**src/rtl/axi4_lite_lb_bridge.sv**
```systemverilog
// AXI4-Lite slave to local-bus bridge with address window check
// and per-request ack timeout; read and write paths are independent.
module axi4_lite_lb_bridge #(
  parameter int                    ADDR_WIDTH     = 32,
  parameter int                    DATA_WIDTH     = 32,
  parameter logic [ADDR_WIDTH-1:0] BASE_ADDR      = '0,
  parameter logic [ADDR_WIDTH-1:0] ADDR_MASK      = '0,
  parameter int                    TIMEOUT_CYCLES = 256
) (
  input  logic                    S_AXI_ACLK,
  input  logic                    S_AXI_ARESET,
  input  logic [ADDR_WIDTH-1:0]   S_AXI_AWADDR,
  input  logic                    S_AXI_AWVALID,
  output logic                    S_AXI_AWREADY,
  input  logic [DATA_WIDTH-1:0]   S_AXI_WDATA,
  input  logic [DATA_WIDTH/8-1:0] S_AXI_WSTRB,
  input  logic                    S_AXI_WVALID,
  output logic                    S_AXI_WREADY,
  output logic [1:0]              S_AXI_BRESP,
  output logic                    S_AXI_BVALID,
  input  logic                    S_AXI_BREADY,
  input  logic [ADDR_WIDTH-1:0]   S_AXI_ARADDR,
  input  logic                    S_AXI_ARVALID,
  output logic                    S_AXI_ARREADY,
  output logic [DATA_WIDTH-1:0]   S_AXI_RDATA,
  output logic [1:0]              S_AXI_RRESP,
  output logic                    S_AXI_RVALID,
  input  logic                    S_AXI_RREADY,
  output logic                    OP_LB_WREQ,
  output logic [ADDR_WIDTH-1:0]   OP_LB_WADR,
  output logic [DATA_WIDTH/8-1:0] OP_LB_WBEN,
  output logic [DATA_WIDTH-1:0]   OP_LB_WDAT,
  input  logic                    IP_LB_WACK,
  output logic                    OP_LB_RREQ,
  output logic [ADDR_WIDTH-1:0]   OP_LB_RADR,
  input  logic [DATA_WIDTH-1:0]   IP_LB_RDAT,
  input  logic                    IP_LB_RACK
);

  localparam int SW = DATA_WIDTH / 8;
  localparam int CW =
    (TIMEOUT_CYCLES > 0) ? $clog2(TIMEOUT_CYCLES + 1) : 1;
  localparam int TO_LAST_I =
    (TIMEOUT_CYCLES > 0) ? TIMEOUT_CYCLES - 1 : 0;
  localparam logic [CW-1:0] TO_LAST = CW'(TO_LAST_I);
  localparam bit TO_EN = (TIMEOUT_CYCLES > 0);

  typedef enum logic [1:0] {W_IDLE, W_REQ, W_RESP} wst_t;
  typedef enum logic [1:0] {R_IDLE, R_REQ, R_RESP} rst_t;

  function automatic logic hit(input logic [ADDR_WIDTH-1:0] a);
    return (a & ADDR_MASK) == BASE_ADDR;
  endfunction

  wst_t                  wst_q, wst_d;
  logic                  awready_q, awready_d;
  logic                  wready_q, wready_d;
  logic [ADDR_WIDTH-1:0] wadr_q, wadr_d;
  logic [DATA_WIDTH-1:0] wdat_q, wdat_d;
  logic [SW-1:0]         wben_q, wben_d;
  logic                  wreq_q, wreq_d;
  logic                  bvalid_q, bvalid_d;
  logic [1:0]            bresp_q, bresp_d;
  logic [CW-1:0]         wcnt_q, wcnt_d;

  rst_t                  rst_q, rst_d;
  logic                  arready_q, arready_d;
  logic [ADDR_WIDTH-1:0] radr_q, radr_d;
  logic                  rreq_q, rreq_d;
  logic                  rvalid_q, rvalid_d;
  logic [1:0]            rresp_q, rresp_d;
  logic [DATA_WIDTH-1:0] rdata_q, rdata_d;
  logic [CW-1:0]         rcnt_q, rcnt_d;

  // A low READY in W_IDLE doubles as the "already captured" flag.
  always_comb begin
    wst_d     = wst_q;
    awready_d = awready_q;
    wready_d  = wready_q;
    wadr_d    = wadr_q;
    wdat_d    = wdat_q;
    wben_d    = wben_q;
    wreq_d    = wreq_q;
    bvalid_d  = bvalid_q;
    bresp_d   = bresp_q;
    wcnt_d    = wcnt_q;
    unique case (wst_q)
      W_IDLE: begin
        if (awready_q && S_AXI_AWVALID) begin
          wadr_d    = S_AXI_AWADDR;
          awready_d = 1'b0;
        end
        if (wready_q && S_AXI_WVALID) begin
          wdat_d   = S_AXI_WDATA;
          wben_d   = S_AXI_WSTRB;
          wready_d = 1'b0;
        end
        if (!awready_d && !wready_d) begin
          if (hit(wadr_d)) begin
            wst_d  = W_REQ;
            wreq_d = 1'b1;
            wcnt_d = '0;
          end else begin
            wst_d    = W_RESP;
            bvalid_d = 1'b1;
            bresp_d  = 2'b11;
          end
        end
      end
      W_REQ: begin
        if (IP_LB_WACK) begin
          wst_d    = W_RESP;
          wreq_d   = 1'b0;
          bvalid_d = 1'b1;
          bresp_d  = 2'b00;
        end else if (TO_EN && wcnt_q == TO_LAST) begin
          wst_d    = W_RESP;
          wreq_d   = 1'b0;
          bvalid_d = 1'b1;
          bresp_d  = 2'b10;
        end else begin
          wcnt_d = wcnt_q + CW'(1);
        end
      end
      W_RESP: begin
        if (S_AXI_BREADY) begin
          wst_d     = W_IDLE;
          bvalid_d  = 1'b0;
          awready_d = 1'b1;
          wready_d  = 1'b1;
        end
      end
      default: wst_d = W_IDLE;
    endcase
  end

  always_comb begin
    rst_d     = rst_q;
    arready_d = arready_q;
    radr_d    = radr_q;
    rreq_d    = rreq_q;
    rvalid_d  = rvalid_q;
    rresp_d   = rresp_q;
    rdata_d   = rdata_q;
    rcnt_d    = rcnt_q;
    unique case (rst_q)
      R_IDLE: begin
        if (arready_q && S_AXI_ARVALID) begin
          radr_d    = S_AXI_ARADDR;
          arready_d = 1'b0;
          if (hit(S_AXI_ARADDR)) begin
            rst_d  = R_REQ;
            rreq_d = 1'b1;
            rcnt_d = '0;
          end else begin
            rst_d    = R_RESP;
            rvalid_d = 1'b1;
            rresp_d  = 2'b11;
            rdata_d  = '0;
          end
        end
      end
      R_REQ: begin
        if (IP_LB_RACK) begin
          rst_d    = R_RESP;
          rreq_d   = 1'b0;
          rvalid_d = 1'b1;
          rresp_d  = 2'b00;
          rdata_d  = IP_LB_RDAT;
        end else if (TO_EN && rcnt_q == TO_LAST) begin
          rst_d    = R_RESP;
          rreq_d   = 1'b0;
          rvalid_d = 1'b1;
          rresp_d  = 2'b10;
          rdata_d  = '0;
        end else begin
          rcnt_d = rcnt_q + CW'(1);
        end
      end
      R_RESP: begin
        if (S_AXI_RREADY) begin
          rst_d     = R_IDLE;
          rvalid_d  = 1'b0;
          arready_d = 1'b1;
        end
      end
      default: rst_d = R_IDLE;
    endcase
  end

  always_ff @(posedge S_AXI_ACLK or posedge S_AXI_ARESET) begin
    if (S_AXI_ARESET) begin
      wst_q     <= W_IDLE;
      awready_q <= 1'b1;
      wready_q  <= 1'b1;
      wadr_q    <= '0;
      wdat_q    <= '0;
      wben_q    <= '0;
      wreq_q    <= 1'b0;
      bvalid_q  <= 1'b0;
      bresp_q   <= 2'b00;
      wcnt_q    <= '0;
      rst_q     <= R_IDLE;
      arready_q <= 1'b1;
      radr_q    <= '0;
      rreq_q    <= 1'b0;
      rvalid_q  <= 1'b0;
      rresp_q   <= 2'b00;
      rdata_q   <= '0;
      rcnt_q    <= '0;
    end else begin
      wst_q     <= wst_d;
      awready_q <= awready_d;
      wready_q  <= wready_d;
      wadr_q    <= wadr_d;
      wdat_q    <= wdat_d;
      wben_q    <= wben_d;
      wreq_q    <= wreq_d;
      bvalid_q  <= bvalid_d;
      bresp_q   <= bresp_d;
      wcnt_q    <= wcnt_d;
      rst_q     <= rst_d;
      arready_q <= arready_d;
      radr_q    <= radr_d;
      rreq_q    <= rreq_d;
      rvalid_q  <= rvalid_d;
      rresp_q   <= rresp_d;
      rdata_q   <= rdata_d;
      rcnt_q    <= rcnt_d;
    end
  end

  assign S_AXI_AWREADY = awready_q;
  assign S_AXI_WREADY  = wready_q;
  assign S_AXI_BVALID  = bvalid_q;
  assign S_AXI_BRESP   = bresp_q;
  assign S_AXI_ARREADY = arready_q;
  assign S_AXI_RVALID  = rvalid_q;
  assign S_AXI_RRESP   = rresp_q;
  assign S_AXI_RDATA   = rdata_q;
  assign OP_LB_WREQ    = wreq_q;
  assign OP_LB_WADR    = wadr_q;
  assign OP_LB_WDAT    = wdat_q;
  assign OP_LB_WBEN    = wben_q;
  assign OP_LB_RREQ    = rreq_q;
  assign OP_LB_RADR    = radr_q;

endmodule

```
**config.mk**
```make
export PLATFORM = sky130hd
export DESIGN_NAME = axi4_lite_lb_bridge
export DESIGN_NICKNAME = d
export VERILOG_FILES = /design/src/rtl/axi4_lite_lb_bridge.sv
export SDC_FILE = /design/constraint.sdc
export NUM_CORES = 1
export LEC_CHECK = 0
export CORE_ASPECT_RATIO = 1.75
export CORE_MARGIN = 3
export CORE_UTILIZATION = 42
export DETAILED_ROUTE_END_ITERATION = 12
export PLACE_DENSITY_LB_ADDON = 0.05
export SLEW_MARGIN = 15
export SYNTH_ARGS = -nofsm -noshare
export SYNTH_HDL_FRONTEND = slang
export SYNTH_SLANG_ARGS = --single-unit
```
**constraint.sdc**
```tcl
create_clock -name S_AXI_ACLK -period 7.4 [get_ports S_AXI_ACLK]
set_input_delay 1.85 -clock S_AXI_ACLK [delete_from_list [all_inputs] [get_ports S_AXI_ACLK]]
set_output_delay 1.85 -clock S_AXI_ACLK [all_outputs]
set_load 0.02 [all_outputs]
```
==> results.cfg <==
[grt]
grt_first_pass_wirelength_um = 27900
grt_max_degree = 109
grt_antenna_before_repair = 1
grt_overflow = 0
grt_usage_pct = 21.3
grt_pass1_vias = 5224

[timing]
finalClockSkew_ns = 0.0121
slew_viol_final = 0
finalHoldViolCount = 0
fin_crit_sh_pct = 46.6
post-route-min-period_ns = 3.45
max-slew-margin-rel_pct = 36.8
tns_ns = 0
rsz0062_at_grt = no
finalSetupViolations = 0
tightestPinTransition_ns = 0.949
fmax_mhz = 290

[setup_path]
critPathCaptureType = register
timing.rr.end = rcnt_q[7]$_DFFE_PP0P_
crit_path_max_fanout = 15
cp.arrival_ns = 3.78
startpoint_type = input port
timing.rr.start = rcnt_q[0]$_DFFE_PP0P_
path_class = input port to register
critPathRequiredTime_ns = 7.74
rr_worst_depth = 7
startpoint = IP_LB_RACK
reg2reg_slack_ns = 4.75

[floorplanning]
placementRows = 59
top_level_ports = 284
die_y_um = 169
coreArea_sq_mm = 0.0149
start_util_pct = 42.8
dieArea_sq_mm = 0.0168
fp.dieW_um = 99.2

[cts]
clock-root-buffer = clkbuf_16
cts_made_buffers = 17
ctsHoldBuffers = 0
cts_tree = done
post-cts-setup-buffers = 0
cts.sinks = 163
h-tree-depth = 4
cts_buffer_depth = 2
path_clk_slew_ns = 0.06
clock_latency_ns = 0.42
cts-resized-gates = 0

[route]
drt-total-wl_um = 17800
wl_per_cell_um = 18.0
drtIter0Drc = 125
vias_per_cell = 5.01
first_pass_iters = 4
drc_errors = 0
vias = 4962
ant_nets = 0

[placement]
routabilityCongestion = 0.814
placedInstanceArea_sq_mm = 0.00936
dp_hpwl_um = 13300
io_buffers = 281
dp_cells = 957

[logic_synthesis]
ys.warnings.count = 0
ys_seq_elements = 163
synthCells = 516
synthesis.area_sq_mm = 0.00638
synthTopCellsByArea = dfrtp_1, mux2_2, nand2_1
synth.avg_cell_area_sq_um = 12.4
async_flop_share_pct = 100
synth_top_area_cell = dfrtp_1
yosysTopAreaCellShare_pct = 62.7
synth_cell_types = 45
synth_common_cells = dfrtp_1, nand2_1, mux2_2
synth_edf_count = 0
yosysMostFrequentCell = dfrtp_1
yosys_most_used_dff = dfrtp_1
ys_seq_area_share_pct = 63.9

[cells_and_area]
design_area_sq_mm = 0.00993
nets = 938
utilization_pct = 66.6
drive_gt1_share_pct = 14.0
areaGrowthSynthToFinish_pct = 55.6
fillCellCount = 1154
layoutNonFillerInstCount = 990

[worst_hold_path]
worstHoldStart = OP_LB_RADR[2]$_DFFE_PP0P_
hold_path.class = register to register
whs_endpoint = OP_LB_RADR[2]$_DFFE_PP0P_
holdPathStages = 2

[pwr]
powerDensity_mw_per_mm2 = 425
ir_drop_mv = 0.251
power.leakage_nw = 4.36

[status]
outcome = finished, final reports clean

[run]
drv_cap = 0
==> placed cells by master (no fill, tap or decap), types with 2 or more instances in the layout <==
cell | Yosys | layout
clkdlybuf4s50_1 | 0 | 281
dfrtp_1 | 160 | 160
nand2_1 | 112 | 112
mux2_2 | 67 | 67
a22o_1 | 32 | 32
clkbuf_16 | 0 | 17
a21oi_1 | 11 | 11
o21ai_0 | 11 | 11
inv_1 | 12 | 11
nand3_1 | 9 | 9
nand2b_1 | 7 | 7
nor2_1 | 6 | 6
buf_4 | 2 | 6
nor2b_1 | 5 | 5
inv_6 | 0 | 5
or4_1 | 4 | 4
mux2i_1 | 4 | 4
ha_1 | 4 | 4
clkinv_4 | 0 | 4
dfstp_2 | 3 | 3
and3_1 | 3 | 3
o211ai_1 | 3 | 3
or3_1 | 3 | 3
o31ai_1 | 3 | 3
o22ai_1 | 3 | 3
clkinvlp_4 | 0 | 3
a211oi_1 | 2 | 2
nand4_1 | 2 | 2
nor3_1 | 2 | 2
a21boi_0 | 2 | 2
o22a_1 | 2 | 2
conb_1 | 1 | 2
clkbuf_1 | 15 | 2
==> area by class of cell <==
| cell class | instances | area, sq um | area share (%) |
|---|---|---|---|
| sequential | 163 | 4080 | 41.1 |
| timing repair buffer | 287 | 2860 | 28.8 |
| multi-input combinational | 312 | 2140 | 21.6 |
| clock buffer | 20 | 447 | 4.50 |
| tap | 183 | 229 | 2.31 |
| clock inverter | 12 | 123 | 1.23 |
| inverter | 12 | 50.0 | 0.504 |
| antenna | 1 | 2.50 | 0.0252 |
==> kinds of logic after synthesis <==
group | synth area share (%)
buffers and inverters | 2.90
adders and majority gates | 0.784
muxes | 12.6
DFF | 63.9
AOI/OAI and AO/OA | 8.47
other | 0.0587
and+or+nand+nor | 11.2
==> routing by layer <==
| layer | global-route usage (%) | vias to the layer above | wire [um] |
|---|---|---|---|
| met3 | 4.78 | 28 | 1020 |
| met2 | 39.8 | 182 | 9960 |
| met1 | 23.1 | 2422 | 6290 |
| met4 | 8.20 | 0 | 512 |
| met5 | 0 | - | 0 |
| li1 | - | 2330 | - |
==> where the power goes <==
group	total, W	switching, W	leakage (nW)	internal, W
Combinational	0.00187	0.000897	2.05	0.000970
Sequential	0.00151	0.000230	2.04	0.00128
Clock	0.000845	0.000366	0.268	0.000479
Total	0.00422	0.00149	4.36	0.00273
==> per-stage QoR <==
stage | hold slack [ns] | total power, W | setup slack (ns)
floorplan | 0.449 | 0.00242 | 1.15
global placement | 0.459 | 0.00337 | 3.57
detailed placement | 0.462 | 0.00341 | 3.52
CTS | 0.478 | 0.00427 | 3.93
global route | 0.493 | 0.00444 | 3.76
finish | 0.473 | 0.00422 | 3.95
==> how the worst max path moves through the flow <==
stage / endpoint / cells past startpoint
after detailed placement: S_AXI_RDATA[9]$_DFFE_PP0P_ / 3
after CTS: S_AXI_AWREADY / 1
final: rcnt_q[7]$_DFFE_PP0P_ / 4
after floorplan: OP_LB_RADR[0]$_DFFE_PP0P_ / 1
after global placement: S_AXI_RDATA[10]$_DFFE_PP0P_ / 3
after global routing: S_AXI_RDATA[27]$_DFFE_PP0P_ / 3
==> worst max-delay path, cell delays in order <==
cell and delay [ns]:
clkdlybuf4s50_1 0.47, or4b_1 0.76, nor4_1 0.48, mux2i_1 0.22
==> flip-flops by register name, summed over array words and instances, names as in the netlist, 2 cells and up <==
signal and flops:
S_AXI_RDATA 32, rst_q 2, OP_LB_WADR 32, OP_LB_RADR 32
OP_LB_WDAT 32, wst_q 2, OP_LB_WBEN 4, rcnt_q 9
wcnt_q 9
Note: power is estimated with default switching activity, not from simulation.
